File: src/rtl/mac_row_seq_pkg.sv
// Shared types for the MAC row sequencer: FSM state encoding and the
// 2-bit row instruction codes driven onto the row's west input.
package mac_row_seq_pkg;

  typedef enum logic [2:0] {
    ST_IDLE  = 3'd0,
    ST_LOAD  = 3'd1,
    ST_EXEC  = 3'd2,
    ST_DRAIN = 3'd3,
    ST_DONE  = 3'd4
  } state_e;

  localparam logic [1:0] INST_NOP  = 2'b00;
  localparam logic [1:0] INST_LOAD = 2'b01;
  localparam logic [1:0] INST_EXEC = 2'b10;

endpackage

File: src/rtl/mac_row_seq_if.sv
// Bus bundle between the sequencer, its weight/activation sources and the
// MAC row west edge. master = sequencer side, slave = sources/row side.
interface mac_row_seq_if #(
  parameter int BW        = 4,
  parameter int INDEX_SEL = 2,
  parameter int COL       = 8
);
  localparam int DW = BW * INDEX_SEL;

  // valid/ready: a word moves on every rising clk edge where valid and ready
  // are both 1; ready never depends on valid, and valid/data must hold until
  // accepted.
  logic [DW-1:0]  w_data;
  logic           w_valid;
  logic           w_ready;
  logic [DW-1:0]  a_data;
  logic           a_valid;
  logic           a_ready;
  logic [DW-1:0]  row_in_w;
  logic [1:0]     row_inst_w;
  logic [COL-1:0] row_valid;

  modport master (
    input  w_data, w_valid,
    output w_ready,
    input  a_data, a_valid,
    output a_ready,
    output row_in_w, row_inst_w,
    input  row_valid
  );

  modport slave (
    output w_data, w_valid,
    input  w_ready,
    output a_data, a_valid,
    input  a_ready,
    input  row_in_w, row_inst_w,
    output row_valid
  );

endinterface

File: src/rtl/mac_row_seq_beat_counter.sv
// Clearable up-counter with terminal compare; below_o gates ready, last_o
// flags that the next increment reaches the terminal count.
module mac_row_seq_beat_counter #(
  parameter int W = 16
) (
  input  logic         clk,
  input  logic         reset,
  input  logic         clr_i,
  input  logic         inc_i,
  input  logic [W-1:0] term_i,
  output logic         below_o,
  output logic         last_o
);

  logic [W-1:0] cnt_q;

  always_ff @(posedge clk or negedge reset) begin
    if (!reset) begin
      cnt_q <= '0;
    end else if (clr_i) begin
      cnt_q <= '0;
    end else if (inc_i) begin
      cnt_q <= cnt_q + W'(1);
    end
  end

  assign below_o = (cnt_q < term_i);
  assign last_o  = ((cnt_q + W'(1)) == term_i);

endmodule

File: src/rtl/mac_row_seq.sv
// Sequencer for one MAC row: loads COL kernel beats, streams num_act
// activation beats, then waits for num_act row outputs before finishing.
module mac_row_seq
  import mac_row_seq_pkg::*;
#(
  parameter int BW        = 4,
  parameter int INDEX_SEL = 2,
  parameter int COL       = 8,
  parameter int CNT_BW    = 16
) (
  input  logic              clk,
  input  logic              reset,
  input  logic              start,
  input  logic [CNT_BW-1:0] num_act,
  output logic              busy,
  output logic              done,
  output logic [CNT_BW-1:0] out_cnt,
  output state_e            dbg_state,
  mac_row_seq_if.master     bus
);

  localparam int DW = BW * INDEX_SEL;

  state_e            state_q, state_d;
  logic [CNT_BW-1:0] num_act_q;
  logic [CNT_BW-1:0] out_cnt_q;
  logic [DW-1:0]     row_in_q;
  logic [1:0]        row_inst_q;

  logic job_start;
  logic w_hs, a_hs;
  logic k_below, k_last;
  logic a_below, a_last;
  logic counting;
  logic w_ready, a_ready;
  logic unused_row_valid;

  assign job_start = (state_q == ST_IDLE) && start;
  assign w_hs      = bus.w_valid && w_ready;
  assign a_hs      = bus.a_valid && a_ready;
  assign counting  = (state_q == ST_EXEC) || (state_q == ST_DRAIN);

  // Only the last column's valid marks a finished output.
  assign unused_row_valid = ^bus.row_valid[COL-2:0];

  mac_row_seq_beat_counter #(.W(CNT_BW)) u_kernel_cnt (
    .clk     (clk),
    .reset   (reset),
    .clr_i   (job_start),
    .inc_i   (w_hs),
    .term_i  (CNT_BW'(COL)),
    .below_o (k_below),
    .last_o  (k_last)
  );

  mac_row_seq_beat_counter #(.W(CNT_BW)) u_act_cnt (
    .clk     (clk),
    .reset   (reset),
    .clr_i   (job_start),
    .inc_i   (a_hs),
    .term_i  (num_act_q),
    .below_o (a_below),
    .last_o  (a_last)
  );

  always_ff @(posedge clk or negedge reset) begin
    if (!reset) begin
      state_q <= ST_IDLE;
    end else begin
      state_q <= state_d;
    end
  end

  always_comb begin
    state_d = state_q;
    case (state_q)
      ST_IDLE:  if (start) state_d = ST_LOAD;
      ST_LOAD:  if (w_hs && k_last) state_d = (num_act_q == '0) ? ST_DRAIN : ST_EXEC;
      ST_EXEC:  if (a_hs && a_last) state_d = ST_DRAIN;
      ST_DRAIN: if (out_cnt_q == num_act_q) state_d = ST_DONE;
      ST_DONE:  state_d = ST_IDLE;
      default:  state_d = ST_IDLE;
    endcase
  end

  always_comb begin
    busy    = (state_q != ST_IDLE);
    done    = (state_q == ST_DONE);
    w_ready = (state_q == ST_LOAD) && k_below;
    a_ready = (state_q == ST_EXEC) && a_below;
  end

  // Row-side outputs are registered: the accepted word reaches the row one
  // cycle after its handshake, and a cycle without a handshake is a NOP
  // bubble that keeps the last data word on the bus.
  always_ff @(posedge clk or negedge reset) begin
    if (!reset) begin
      num_act_q  <= '0;
      out_cnt_q  <= '0;
      row_in_q   <= '0;
      row_inst_q <= INST_NOP;
    end else begin
      row_inst_q <= INST_NOP;
      if (job_start) begin
        num_act_q <= num_act;
        out_cnt_q <= '0;
      end else if (counting && bus.row_valid[COL-1] && (out_cnt_q < num_act_q)) begin
        out_cnt_q <= out_cnt_q + CNT_BW'(1);
      end
      if (w_hs) begin
        row_in_q   <= bus.w_data;
        row_inst_q <= INST_LOAD;
      end else if (a_hs) begin
        row_in_q   <= bus.a_data;
        row_inst_q <= INST_EXEC;
      end
    end
  end

  assign bus.w_ready    = w_ready;
  assign bus.a_ready    = a_ready;
  assign bus.row_in_w   = row_in_q;
  assign bus.row_inst_w = row_inst_q;
  assign out_cnt        = out_cnt_q;
  assign dbg_state      = state_q;

endmodule
File: src/flat_wrapper.sv
// flat-port wrapper written by rule: the top's interface ports become plain ports
module mac_row_seq_flat import mac_row_seq_pkg::*;
#(
  parameter int BW        = 4,
  parameter int INDEX_SEL = 2,
  parameter int COL       = 8,
  parameter int CNT_BW    = 16
)
  (clk, reset, start, num_act, busy, done, out_cnt, dbg_state, bus_w_data, bus_w_valid, bus_w_ready, bus_a_data, bus_a_valid, bus_a_ready, bus_row_in_w, bus_row_inst_w, bus_row_valid);
  mac_row_seq_if #(.BW(BW), .INDEX_SEL(INDEX_SEL), .COL(COL)) bus_i ();
  input  logic clk;
  input  logic reset;
  input  logic start;
  input  logic [CNT_BW-1:0] num_act;
  output logic busy;
  output logic done;
  output logic [CNT_BW-1:0] out_cnt;
  output state_e dbg_state;
  input wire logic [$bits(bus_i.w_data)-1:0] bus_w_data;
  input wire logic [$bits(bus_i.w_valid)-1:0] bus_w_valid;
  output wire logic [$bits(bus_i.w_ready)-1:0] bus_w_ready;
  input wire logic [$bits(bus_i.a_data)-1:0] bus_a_data;
  input wire logic [$bits(bus_i.a_valid)-1:0] bus_a_valid;
  output wire logic [$bits(bus_i.a_ready)-1:0] bus_a_ready;
  output wire logic [$bits(bus_i.row_in_w)-1:0] bus_row_in_w;
  output wire logic [$bits(bus_i.row_inst_w)-1:0] bus_row_inst_w;
  input wire logic [$bits(bus_i.row_valid)-1:0] bus_row_valid;
  assign bus_i.w_data = bus_w_data;
  assign bus_i.w_valid = bus_w_valid;
  assign bus_w_ready = bus_i.w_ready;
  assign bus_i.a_data = bus_a_data;
  assign bus_i.a_valid = bus_a_valid;
  assign bus_a_ready = bus_i.a_ready;
  assign bus_row_in_w = bus_i.row_in_w;
  assign bus_row_inst_w = bus_i.row_inst_w;
  assign bus_i.row_valid = bus_row_valid;
  mac_row_seq #(.BW(BW), .INDEX_SEL(INDEX_SEL), .COL(COL), .CNT_BW(CNT_BW)) u_core (.clk(clk), .reset(reset), .start(start), .num_act(num_act), .busy(busy), .done(done), .out_cnt(out_cnt), .dbg_state(dbg_state), .bus(bus_i));
endmodule
File: config.mk
export PLATFORM = sky130hd
export DESIGN_NAME = mac_row_seq_flat
export DESIGN_NICKNAME = d
export VERILOG_FILES = /design/src/rtl/mac_row_seq_pkg.sv /design/src/rtl/mac_row_seq_if.sv /design/src/rtl/mac_row_seq_beat_counter.sv /design/src/rtl/mac_row_seq.sv /design/src/flat_wrapper.sv
export SDC_FILE = /design/constraint.sdc
export NUM_CORES = 1
export LEC_CHECK = 0
export BUFFER_PORTS_ARGS = -buffer_cell sky130_fd_sc_hd__buf_2
export CAP_MARGIN = 20
export CELL_PAD_IN_SITES_DETAIL_PLACEMENT = 1
export CELL_PAD_IN_SITES_GLOBAL_PLACEMENT = 1
export CORE_AREA = 2 2 119 121
export DETAILED_ROUTE_END_ITERATION = 12
export DIE_AREA = 0 0 121 123
export PLACE_DENSITY = 0.71
export REMOVE_ABC_BUFFERS = 1
export SLEW_MARGIN = 25
export SYNTH_ARGS = -nofsm -noshare
export SYNTH_HDL_FRONTEND = slang
export SYNTH_SLANG_ARGS = --single-unit
export TNS_END_PERCENT = 100
File: constraint.sdc
create_clock -name clk -period 5.7 [get_ports clk]
set_input_delay 1.14 -clock clk [delete_from_list [all_inputs] [get_ports clk]]
set_output_delay 1.14 -clock clk [all_outputs]
set_load 0.005 [all_outputs]
---- After elaboration in Yosys (flattened, before gate mapping) ----
Cells that the tools add are included.
storage, ports and cells
  input port bits ......................... 45
  output and inout port bits .............. 33
  register bits ........................... 77
  logic and storage cells ................. 58
cells by class
  reduce and logical (&&, ||, !) cells .... 18
  multiplexer cells ....................... 16
  equality and inequality tests ........... 11
  order comparisons ....................... 3
  add/subtract/negate cells ............... 3
operator list
  kind                   count
  $mux 16                6
  $add 16x1->16 const B  3
  $eq 16x16->1           2
  $lt 16x16->1           2
  $eq 16x4->1 const B    1
  $logic_not 16->1       1
  $lt 16x4->1 const B    1
  $mux 8                 2
  $mux 3                 4
  $pmux 3 s4             1
  $logic_and 1x1->1      9
  $reduce_bool 2->1      4
  $eq 3x2->1 const B     2
  $mux 2                 2
  $ne 2x1->1 const B     2
  $ne 2x2->1 const B     2
  $reduce_and 4->1       1
  $eq 3x1->1 const B     1
  $eq 3x3->1 const B     1
  $logic_not 3->1        1
  $reduce_bool 3->1      1
  $logic_or 1x1->1       1
  $mux 1                 1

---- Longest topological paths before layout ----
Gate-level depths: netlist of the first run.
  depth after elaboration ................. 6
  mapped depth ............................ 12
  mapped depth without buffers ............ 10

---- Modules after synthesis ----
From an unflattened synthesis of the first run, not the netlist that was laid out.
second synthesis, totals
  cell total of the unflattened synthesis .. 675
  area, all modules ....................... 5660.4 µm²
by module, submodules not included
  module                    instances  area each (µm²)  cells each  seq. area each (µm²)
  mac_row_seq_beat_counter  2          1584.0           194         400.4
  mac_row_seq               1          2492.4           287         1126.1

---- Worst setup path after synthesis of the first run ----
OpenSTA, ideal clock, no wires.
  path kind ............................... flip-flop to output port
  start ................................... register u_core.num_act_q[7]
  end ..................................... output port bus_a_ready
  path buffers ............................ 1
  cell stages (with the launch flop) ...... 8
  path slack .............................. 2.953 ns
  data arrival time ....................... 1.607 ns
  required time ........................... 4.560 ns
  path through ............................ dfrtp_1 -> clkbuf_1 -> inv_1 -> ha_1 -> a211oi_1 -> inv_1 -> o311ai_0 -> and2_1
on the way
  cells in the longest elaborated chain, start to end .. 2
ends and longest elaborated chain
  what                      line                            source
  start: declaration        mac_row_seq.sv:25               logic [CNT_BW-1:0] num_act_q;
  start signal: assignment  mac_row_seq.sv:105              num_act_q <= num_act;
  $lt 16x16->1              mac_row_seq_beat_counter.sv:27  assign below_o = (cnt_q < term_i);
  $logic_and 1x1->1         mac_row_seq.sv:90               a_ready = (state_q == ST_EXEC) && a_below;
  end: declaration          flat_wrapper.sv:24              output wire logic [$bits(bus_i.a_ready)-1:0] bus_a_ready;
Every way passes these cells.

---- Worst setup path after layout of the first run ----
  start ................................... register u_core.num_act_q[13]
  end ..................................... output port bus_a_ready
The elaborated chain is that of the path after synthesis.

==> run_results.csv, run 1 <==
group,metric,value,unit
outcome,status,"completed",
grt,overflow,0,
worst_setup_path,max_stage_delay,700,ps
pwr,peakVddDrop,0.000165,V
cts,postCtsSetupBuffers,0,
grt,grt_use_total,19.9,%
drt,remaining_drc_errors,0,
pwr,leakage,0.00262,uW
drt,routed_wirelength,13900,um
cts,cts.repair.resized,0,
pwr,power_density,379,nW/um2
logic_synthesis,synth_mux_area_share,0.858,%
cts,cts_buffer_depth,2,
grt,grt_use_met3,4.20,%
cts,cts_sinks,77,
logic_synthesis,synth_top_area_share,41.3,%
floorplanning,num_rows,43,
timing,fin_skew,6.64,ps
timing,fmax,269,MHz
worst_setup_path,cp_slowest_cell,"a2111oi_0",
place,post_dp_cell_area,5180,um2
timing,slew_headroom,38.9,%
timing,tightest_slew,908,ps
logic_synthesis,ys_seq_area_share,41.3,%
grt,antenna_found_initial,0,
logic_synthesis,synth_edf_count,0,
cts,clk_pin_slew,60,ps
logic_synthesis,yosys.area_share.simple,24.5,%
timing,timing.final.max_slew_violations,0,
pwr,p_int,1280,uW
logic_synthesis,synth-xor-area-share,4.50,%
logic_synthesis,async_reset_ff_share,100,%
timing,finalCritPeriodShare,65.3,%
worst_setup_path,cp-end-kind,"output port",
grt,grt_pass1_vias,4515,
floorplanning,num_io_pins,78,
pwr,finalPower,2080,uW
worst_setup_path,cp-start-kind,"flip-flop",
floorplanning,die_area,14900,um2
logic_synthesis,synth-compound-area-share,15.7,%
place,io_buffers,70,
logic_synthesis,syn_area_per_cell,8.73,um2
cts,root_buffer,"clkbuf_16",
worst_hold_path,worst_hold_startpoint,"u_core.bus.row_in_w[3]$_DFFE_PN0P_",
grt,grt_max_degree,78,
logic_synthesis,synth_area,4670,um2
cts,cts_tree,"done",
cts,hold_buffers,0,
logic_synthesis,synth_top_family_by_area,"simple AND/OR/NAND/NOR gates",
timing,final_period_minus_worst_setup_slack,3720,ps
pwr,p_comb_share,33.9,%
place,dp_cells,765,
worst_setup_path,cp_data_required_time,4560,ps
worst_hold_path,hp-class,"flip-flop to flip-flop",
timing,report.final.hold_viol_count,0,
place,hpwl,10100,um
cells_and_area,final_cell_area,5480,um2
floorplanning,die_h,123,um
pwr,p_sw,799,uW
logic_synthesis,synth.most_common_cell,"nand2_1",
drt,postRouteAntennaNets,0,
floorplanning,start_util,34.3,%
logic_synthesis,synth-seq-cells,77,
worst_setup_path,cp_cell_sequence,"inv_1 -> ha_1 -> a21oi_1 -> o21ai_0 -> a2111oi_0 -> and2_1 -> buf_2",
cells_and_area,antenna_cells,0,
cells_and_area,fin_nets,676,
grt,grt.busiest_layer,"met2",
cts,cts-buffers-inserted,9,
pwr,p_seq_share,37.8,%
timing,finalSetupTns,0,ps
drt,firstDrtPassIters,4,
drt,drt_iter0_drc,154,
timing,finalSetupViolCount,0,
cells_and_area,drive_gt1_share,16.0,%
cts,htree_levels,3,
timing,rsz0062_at_grt,"no",
worst_setup_path,path_class,"flip-flop to output port",
worst_setup_path,worstPathMaxFanout,5,
drt,vias,4241,
floorplanning,core_area,13600,um2
place,gp_congestion,0.800,
cells_and_area,fin_cells,781,
worst_setup_path,worstSetupStartpoint,"u_core.num_act_q[13]$_DFFE_PN0P_",
job,maxCapViolCount,0,
drt,viasPerCell,5.43,
drt,wl_per_cell,17.8,um
logic_synthesis,synth_warnings,0,
worst_setup_path,worst-path-buf-inv,2,
pwr,switching_share,38.4,%
logic_synthesis,synthTopCellsByArea,"dfrtp_1 (41%), ha_1 (9.4%), nand2_1 (6.4%)",
worst_setup_path,crit_arrival,2580,ps
cells_and_area,area_growth,17.4,%
floorplanning,chipWidth,121,um
logic_synthesis,post-synth-top-area-cell,"dfrtp_1",
cts,clk_latency,350,ps
grt,globalRouteMet1Util,24.6,%
logic_synthesis,synth_fa_ha_area_share,9.38,%
grt,met2_usage,34.9,%
worst_setup_path,cpLargestDelayFamily,"compound AO/OA/AOI/OAI gates",
logic_synthesis,synth-main-ff-cell,"dfrtp_1",
logic_synthesis,syn_inst,535,
pwr,clkPwrFrac,28.3,%
logic_synthesis,ys_top_cells_by_count,"nand2_1 (80), dfrtp_1 (77), o21ai_0 (50)",
logic_synthesis,synth.distinct_cells,52,
grt,grt_first_pass_wirelength,22900,um
worst_setup_path,worstReg2RegStart,"u_core.num_act_q[13]$_DFFE_PN0P_",
[cell families after synthesis]
group | after synthesis
buffers and inverters | 46
muxes | 4
adders and majority gates | 35
AOI/OAI and AO/OA | 119
and+or+nand+nor | 230
xor gates and xnor gates | 24
DFF | 77
[per-layer routing]
layer / share of wire (%) / vias up / wire length, um
met5: 0 / - / 0
met2: 51 / 65 / 7050
met1: 44 / 2128 / 6160
li1: - / 2036 / -
met3: 3.6 / 12 / 505
met4: 1.3 / 0 / 187
[power by group through the flow]
| stage | clock, uW | combinational (uW) | sequential (uW) |
|---|---|---|---|
| detailed placement | 0 | 706 | 797 |
| floorplan | 0 | 461 | 763 |
| global placement | 0 | 675 | 790 |
| finish | 589 | 705 | 786 |
| CTS | 603 | 714 | 787 |
| global route | 629 | 814 | 803 |
[state kept, by name, indices dropped and copies added, names as in the netlist]
name,cells
u_core.num_act_q,16
u_core.out_cnt,16
u_core.u_act_cnt.cnt_q,16
u_core.u_kernel_cnt.cnt_q,16
u_core.bus.row_in_w,8
u_core.dbg_state,3
u_core.bus.row_inst_w,2
[per-stage QoR]
step / worst slack [ps] / util (%) / hold slack [ps]
after floorplan: 2710 / - / 454
after global placement: 2050 / 38.0 / 470
after detailed placement: 2040 / 38.0 / 476
after CTS: 1910 / 40.2 / 492
after global routing: 1780 / 40.3 / 505
final: 1980 / 40.3 / 488
[final timing paths]
kind,to,slack (ps),depth (start not counted)
setup / recovery,bus_a_ready,1980,7
hold / removal,u_core.bus.row_in_w[3]$_DFFE_PN0P_,490,2
setup reg to reg,u_core.u_act_cnt.cnt_q[12]$_DFFE_PN0P_,2330,11
hold reg to reg,u_core.bus.row_in_w[3]$_DFFE_PN0P_,490,2
max in group asynchronous,u_core.u_act_cnt.cnt_q[11]$_DFFE_PN0P_,4370,1
min in group asynchronous,u_core.u_kernel_cnt.cnt_q[14]$_DFFE_PN0P_,830,1
[placed cells by master (no fill, tap or decap), drive strengths merged, types with 9 or more instances in the layout]
cell type  count
clkbuf         9
inv           25
dfrtp         77
xnor2         16
nor2          29
nand2         80
and3          12
nand4         13
o21ai         50
nor3           9
nor4          10
a21oi         27
nand3         27
buf           72
and2          14
ha            35
[layout make-up]
type	count	area, um2
Fill cell	1618	8130
Multi-Input combinational cell	412	2570
Sequential cell	77	1930
Timing Repair Buffer	72	372
Clock buffer	9	225
Tap cell	180	225
Inverter	24	90.1
Clock inverter	7	73.8
[tightest hold or removal path: cells and delay by family (launching register included)]
kind / cells / cell delay, ps
AND/OR/NAND/NOR: 2 / 120
flip-flops: 1 / 340
Note: power is estimated with default switching activity, not from simulation.
==> inputs of run 2 (changes only) <==
- PLACE_DENSITY: 0.71 -> 0.74
- clock period: 5.7 -> 3.1 ns (I/O delays scaled with it)
==> run 2 against run 1 <==
Against the previous run: power is 93% higher; clock power up 100%; sequential cell count unchanged; sequential share of layout area down 1.3 points; largest power group unchanged; worst setup slack got worse by 1900 ps; wire length rose by 2.2%; core utilization increased by 1.6 points; cell count is 2.9% higher; critical path type unchanged.
==> run_results.csv, run 2 (synthesis results as in run 1) <==
group,metric,value,unit
outcome,status,"completed",
grt,overflow,0,
worst_setup_path,ff2ff_path_depth,10,
cells_and_area,antenna_cells,0,
cts,cts_buffer_depth,2,
timing,tightest_slew,729,ps
drt,firstDrtPassIters,4,
timing,finalSetupTns,0,ps
worst_setup_path,cp_data_required_time,2480,ps
worst_setup_path,cp-end-kind,"output port",
cells_and_area,final_cell_area,5700,um2
cells_and_area,fin_nets,699,
worst_setup_path,max_stage_delay,380,ps
grt,antenna_found_initial,0,
cts,root_buffer,"clkbuf_16",
place,post_dp_cell_area,5350,um2
grt,grt_max_degree,78,
timing,finalSetupViolCount,0,
worst_setup_path,crit_top_cell,"buf_4",
place,hpwl,10600,um
floorplanning,chipWidth,121,um
grt,grt_use_total,20.1,%
worst_setup_path,cp_slowest_cell,"dfrtp_1",
timing,finalCritPeriodShare,96.2,%
floorplanning,die_area,14900,um2
cells_and_area,drive_gt1_share,19.4,%
timing,fmax,335,MHz
timing,fin_skew,4.93,ps
job,maxCapViolCount,0,
floorplanning,core_area,13600,um2
floorplanning,start_util,34.3,%
drt,remaining_drc_errors,0,
floorplanning,num_io_pins,78,
worst_setup_path,worstPathMaxFanout,3,
place,io_buffers,70,
drt,postRouteAntennaNets,0,
worst_setup_path,reg2reg_slack,310,ps
cts,clk_latency,340,ps
timing,slew_headroom,51.4,%
cells_and_area,area_growth,22.1,%
floorplanning,die_h,123,um
cts,clk_pin_slew,60,ps
timing,report.final.hold_viol_count,0,
pwr,peakVddDrop,0.000272,V
drt,routed_wirelength,14200,um
worst_setup_path,path_class,"flip-flop to output port",
pwr,leakage,0.00276,uW
pwr,power_density,705,nW/um2
place,gp_congestion,0.811,
worst_setup_path,cp-start-kind,"flip-flop",
cells_and_area,final_common_cell,"nand2_1",
worst_setup_path,crit_arrival,2360,ps
worst_hold_path,hp-class,"input pin to async pin",
drt,viasPerCell,5.41,
cts,hold_buffers,0,
drt,vias,4347,
timing,final_period_minus_worst_setup_slack,2980,ps
timing,timing.final.max_slew_violations,0,
cts,cts_sinks,77,
cells_and_area,layout_common_cells,"nand2_1 (80), dfrtp_1 (77), buf_2 (69)",
drt,wl_per_cell,17.7,um
floorplanning,num_rows,43,
worst_setup_path,cp_cell_sequence,"inv_1 -> buf_4 -> ha_1 -> a21oi_1 -> o21ai_0 -> a2111oi_2 -> buf_4 -> and2_1 -> buf_2",
cts,cts_tree,"done",
drt,drt_iter0_drc,142,
timing,rsz0062_at_grt,"no",
cts,cts-buffers-inserted,9,
grt,grt_first_pass_wirelength,23400,um
grt,grt_pass1_vias,4537,
cts,htree_levels,3,
cells_and_area,utilization,41.9,%
==> run 2: critical path: cells and delay by family, from the launching register on <==
kind	cells	cell delay [ps]
buffers and inverters	4	550
flip-flops	1	380
AND/OR/NAND/NOR	1	140
AO/OA/AOI/OAI	3	670
adder cells (fa/ha/maj)	1	290
==> run 2: cell type report <==
| type | count | area (um2) |
|---|---|---|
| Clock buffer | 9 | 225 |
| Clock inverter | 7 | 105 |
| Fill cell | 1615 | 7910 |
| Inverter | 24 | 90.1 |
| Multi-Input combinational cell | 412 | 2580 |
| Sequential cell | 77 | 1930 |
| Tap cell | 180 | 225 |
| Timing Repair Buffer | 95 | 544 |
==> run 2: worst paths after layout <==
kind / endpoint / from
hold / removal: u_core.bus.row_in_w[4]$_DFFE_PN0P_ / reset
hold reg to reg: u_core.bus.row_in_w[2]$_DFFE_PN0P_ / u_core.bus.row_in_w[2]$_DFFE_PN0P_
setup reg to reg: u_core.out_cnt[11]$_DFFE_PN0P_ / u_core.num_act_q[5]$_DFFE_PN0P_
setup / recovery: bus_a_ready / u_core.num_act_q[9]$_DFFE_PN0P_
min in group clk: u_core.bus.row_in_w[7]$_DFFE_PN0P_ / bus_a_data[7]
max in group asynchronous: u_core.u_act_cnt.cnt_q[2]$_DFFE_PN0P_ / reset
==> run 2: report_power, final <==
part	internal (uW)	leakage, uW	switching [uW]
combinational	566	0.00157	831
sequential	1210	0.00103	228
clock	718	0.000159	459
==> run 2: metrics by stage <==
stage | std cells | total power (uW) | worst slack (ps) | hold slack, ps
finish | 804 | 4020 | 119 | 318
global route | 804 | 4310 | 9.63 | 362
detailed placement | 788 | 2840 | 186 | 474
floorplan | 513 | 2250 | 115 | 324
global placement | 788 | 2750 | 247 | 469
CTS | 804 | 4050 | 4.47 | 471
==> run 2: routing by layer <==
layer	part of all wire [%]	GRT usage (%)
met5	0	0
met4	2.1	6.54
met3	2.7	3.14
met2	52	35.4
met1	44	25.1
==> run 2: what timing repair did <==
item	4_1_cts	5_1_grt
cloned	0	0
gates resized for setup	1	4
pin swaps	0	0
setup buffers	0	0
setup endpoints to repair	1	13
==> inputs of run 3 (changes only) <==
- CELL_PAD_IN_SITES_DETAIL_PLACEMENT: 1 -> 0
==> run 3 against run 2 <==
Against the previous run: final area shrank 1.1%; combinational power shrank 5%; sequential cell count is the same; critical path depth is the same; die area is the same; fmax shrank 1.3%; first-iteration DRC count grew 27%.
==> run_results.csv, run 3 (synthesis results as in run 1) <==
group,metric,value,unit
outcome,status,"completed",
place,io_buffers,70,
worst_setup_path,cp-end-kind,"output port",
grt,grt_first_pass_wirelength,21000,um
floorplanning,start_util,34.3,%
timing,finalCritPeriodShare,97.5,%
cts,postCtsSetupBuffers,0,
cells_and_area,final_common_cell,"nand2_1",
floorplanning,die_area,14900,um2
drt,remaining_drc_errors,0,
cells_and_area,antenna_cells,0,
timing,fin_skew,3.19,ps
grt,antenna_found_initial,0,
floorplanning,core_area,13600,um2
grt,grt_max_degree,78,
drt,viasPerCell,5.28,
place,gp_congestion,0.811,
pwr,peakVddDrop,0.000269,V
cts,cts_sinks,77,
timing,rsz0062_at_grt,"yes",
timing,timing.final.max_slew_violations,0,
timing,fin_hold_ws,318,ps
grt,grt_pass1_vias,4166,
cts,cts_tree,"done",
drt,routed_wirelength,12800,um
cts,clk_pin_slew,60,ps
cts,cts.repair.resized,0,
pwr,leakage,0.00273,uW
drt,postRouteAntennaNets,0,
grt,overflow,0,
pwr,power_density,670,nW/um2
worst_hold_path,hp-class,"input pin to async pin",
worst_setup_path,ff2ff_path_depth,9,
cts,root_buffer,"clkbuf_16",
floorplanning,num_io_pins,78,
cells_and_area,layout_common_cells,"nand2_1 (80), dfrtp_1 (77), buf_2 (69)",
timing,slew_headroom,51.7,%
cells_and_area,fin_nets,699,
worst_setup_path,cp-start-kind,"flip-flop",
timing,final_period_minus_worst_setup_slack,3020,ps
drt,drt_iter0_drc,180,
cts,clk_latency,340,ps
worst_setup_path,cp_data_required_time,2480,ps
grt,grt_use_total,18.0,%
place,hpwl,9580,um
cells_and_area,area.sequential,1930,um2
job,maxCapViolCount,0,
timing,tightest_slew,724,ps
cts,cts-buffers-inserted,9,
cts,hold_buffers,0,
timing,setup_slack,78.4,ps
cells_and_area,drive_gt1_share,19.1,%
worst_setup_path,path_class,"flip-flop to output port",
timing,finalSetupViolCount,0,
drt,vias,4245,
drt,wl_per_cell,15.9,um
place,pre_cts_ws,193,ps
pwr,finalPower,3780,uW
floorplanning,chipWidth,121,um
place,dp_cells,788,
floorplanning,num_rows,43,
cells_and_area,multi_input_area,2570,um2
drt,firstDrtPassIters,5,
timing,report.final.hold_viol_count,0,
timing,fmax,331,MHz
cells_and_area,area_growth,20.8,%
worst_setup_path,crit_arrival,2400,ps
floorplanning,die_h,123,um
cts,htree_levels,3,
cells_and_area,fin_cells,804,
cts,cts_buffer_depth,2,
cells_and_area,fillers,1366,
worst_setup_path,worstPathMaxFanout,4,
run 3: report_power, final:
part	leakage, uW	total (uW)	switching, uW	internal (uW)
Sequential	0.00103	1430	221	1210
Clock	0.000129	1010	460	552
Combinational	0.00157	1330	775	558
Total	0.00273	3780	1460	2320
run 3: critical path, cell delays in order (launching register included):
cell and delay [ps]:
dfrtp_1 410, inv_1 100, buf_4 170, ha_1 290, a21oi_1 140, o21ai_0 100, a2111oi_0 390, buf_4 190
and2_1 150, buf_2 120
run 3: layout make-up:
type / count / area share, %
clock buffer: 9 / 3.99
timing repair buffer: 95 / 9.65
tap: 180 / 3.99
inverter: 24 / 1.60
sequential: 77 / 34.2
clock inverter: 7 / 1.02
multi-input combinational: 412 / 45.6
run 3: per-stage QoR:
stage / setup TNS [ps] / instance area (um2) / util (%)
2_1_floorplan: 0 / 4580 / -
3_3_place_gp: 0 / 5350 / 39.3
3_5_place_dp: 0 / 5350 / 39.3
4_1_cts: 0 / 5630 / 41.4
5_1_grt: -22.7 / 5640 / 41.4
6_report: 0 / 5640 / 41.4
run 3: path summary, 6_finish.rpt:
kind	startpoint	to	slack, ps
hold reg to reg	u_core.bus.row_in_w[2]$_DFFE_PN0P_	u_core.bus.row_in_w[2]$_DFFE_PN0P_	480
min in group clk	num_act[0]	u_core.num_act_q[0]$_DFFE_PN0P_	470
hold / removal	reset	u_core.bus.row_in_w[4]$_DFFE_PN0P_	320
max in group asynchronous	reset	u_core.out_cnt[3]$_DFFE_PN0P_	2290
setup / recovery	u_core.num_act_q[13]$_DFFE_PN0P_	bus_a_ready	80
setup reg to reg	u_core.u_act_cnt.cnt_q[0]$_DFFE_PN0P_	u_core.dbg_state[0]$_DFFE_PN0P_	290
run 3: per-layer routing:
metal / GRT usage [%] / wire (um)
met1: 24.0 / 5810
met2: 29.7 / 6300
met3: 2.31 / 410
met4: 7.19 / 248
met5: 0 / 0
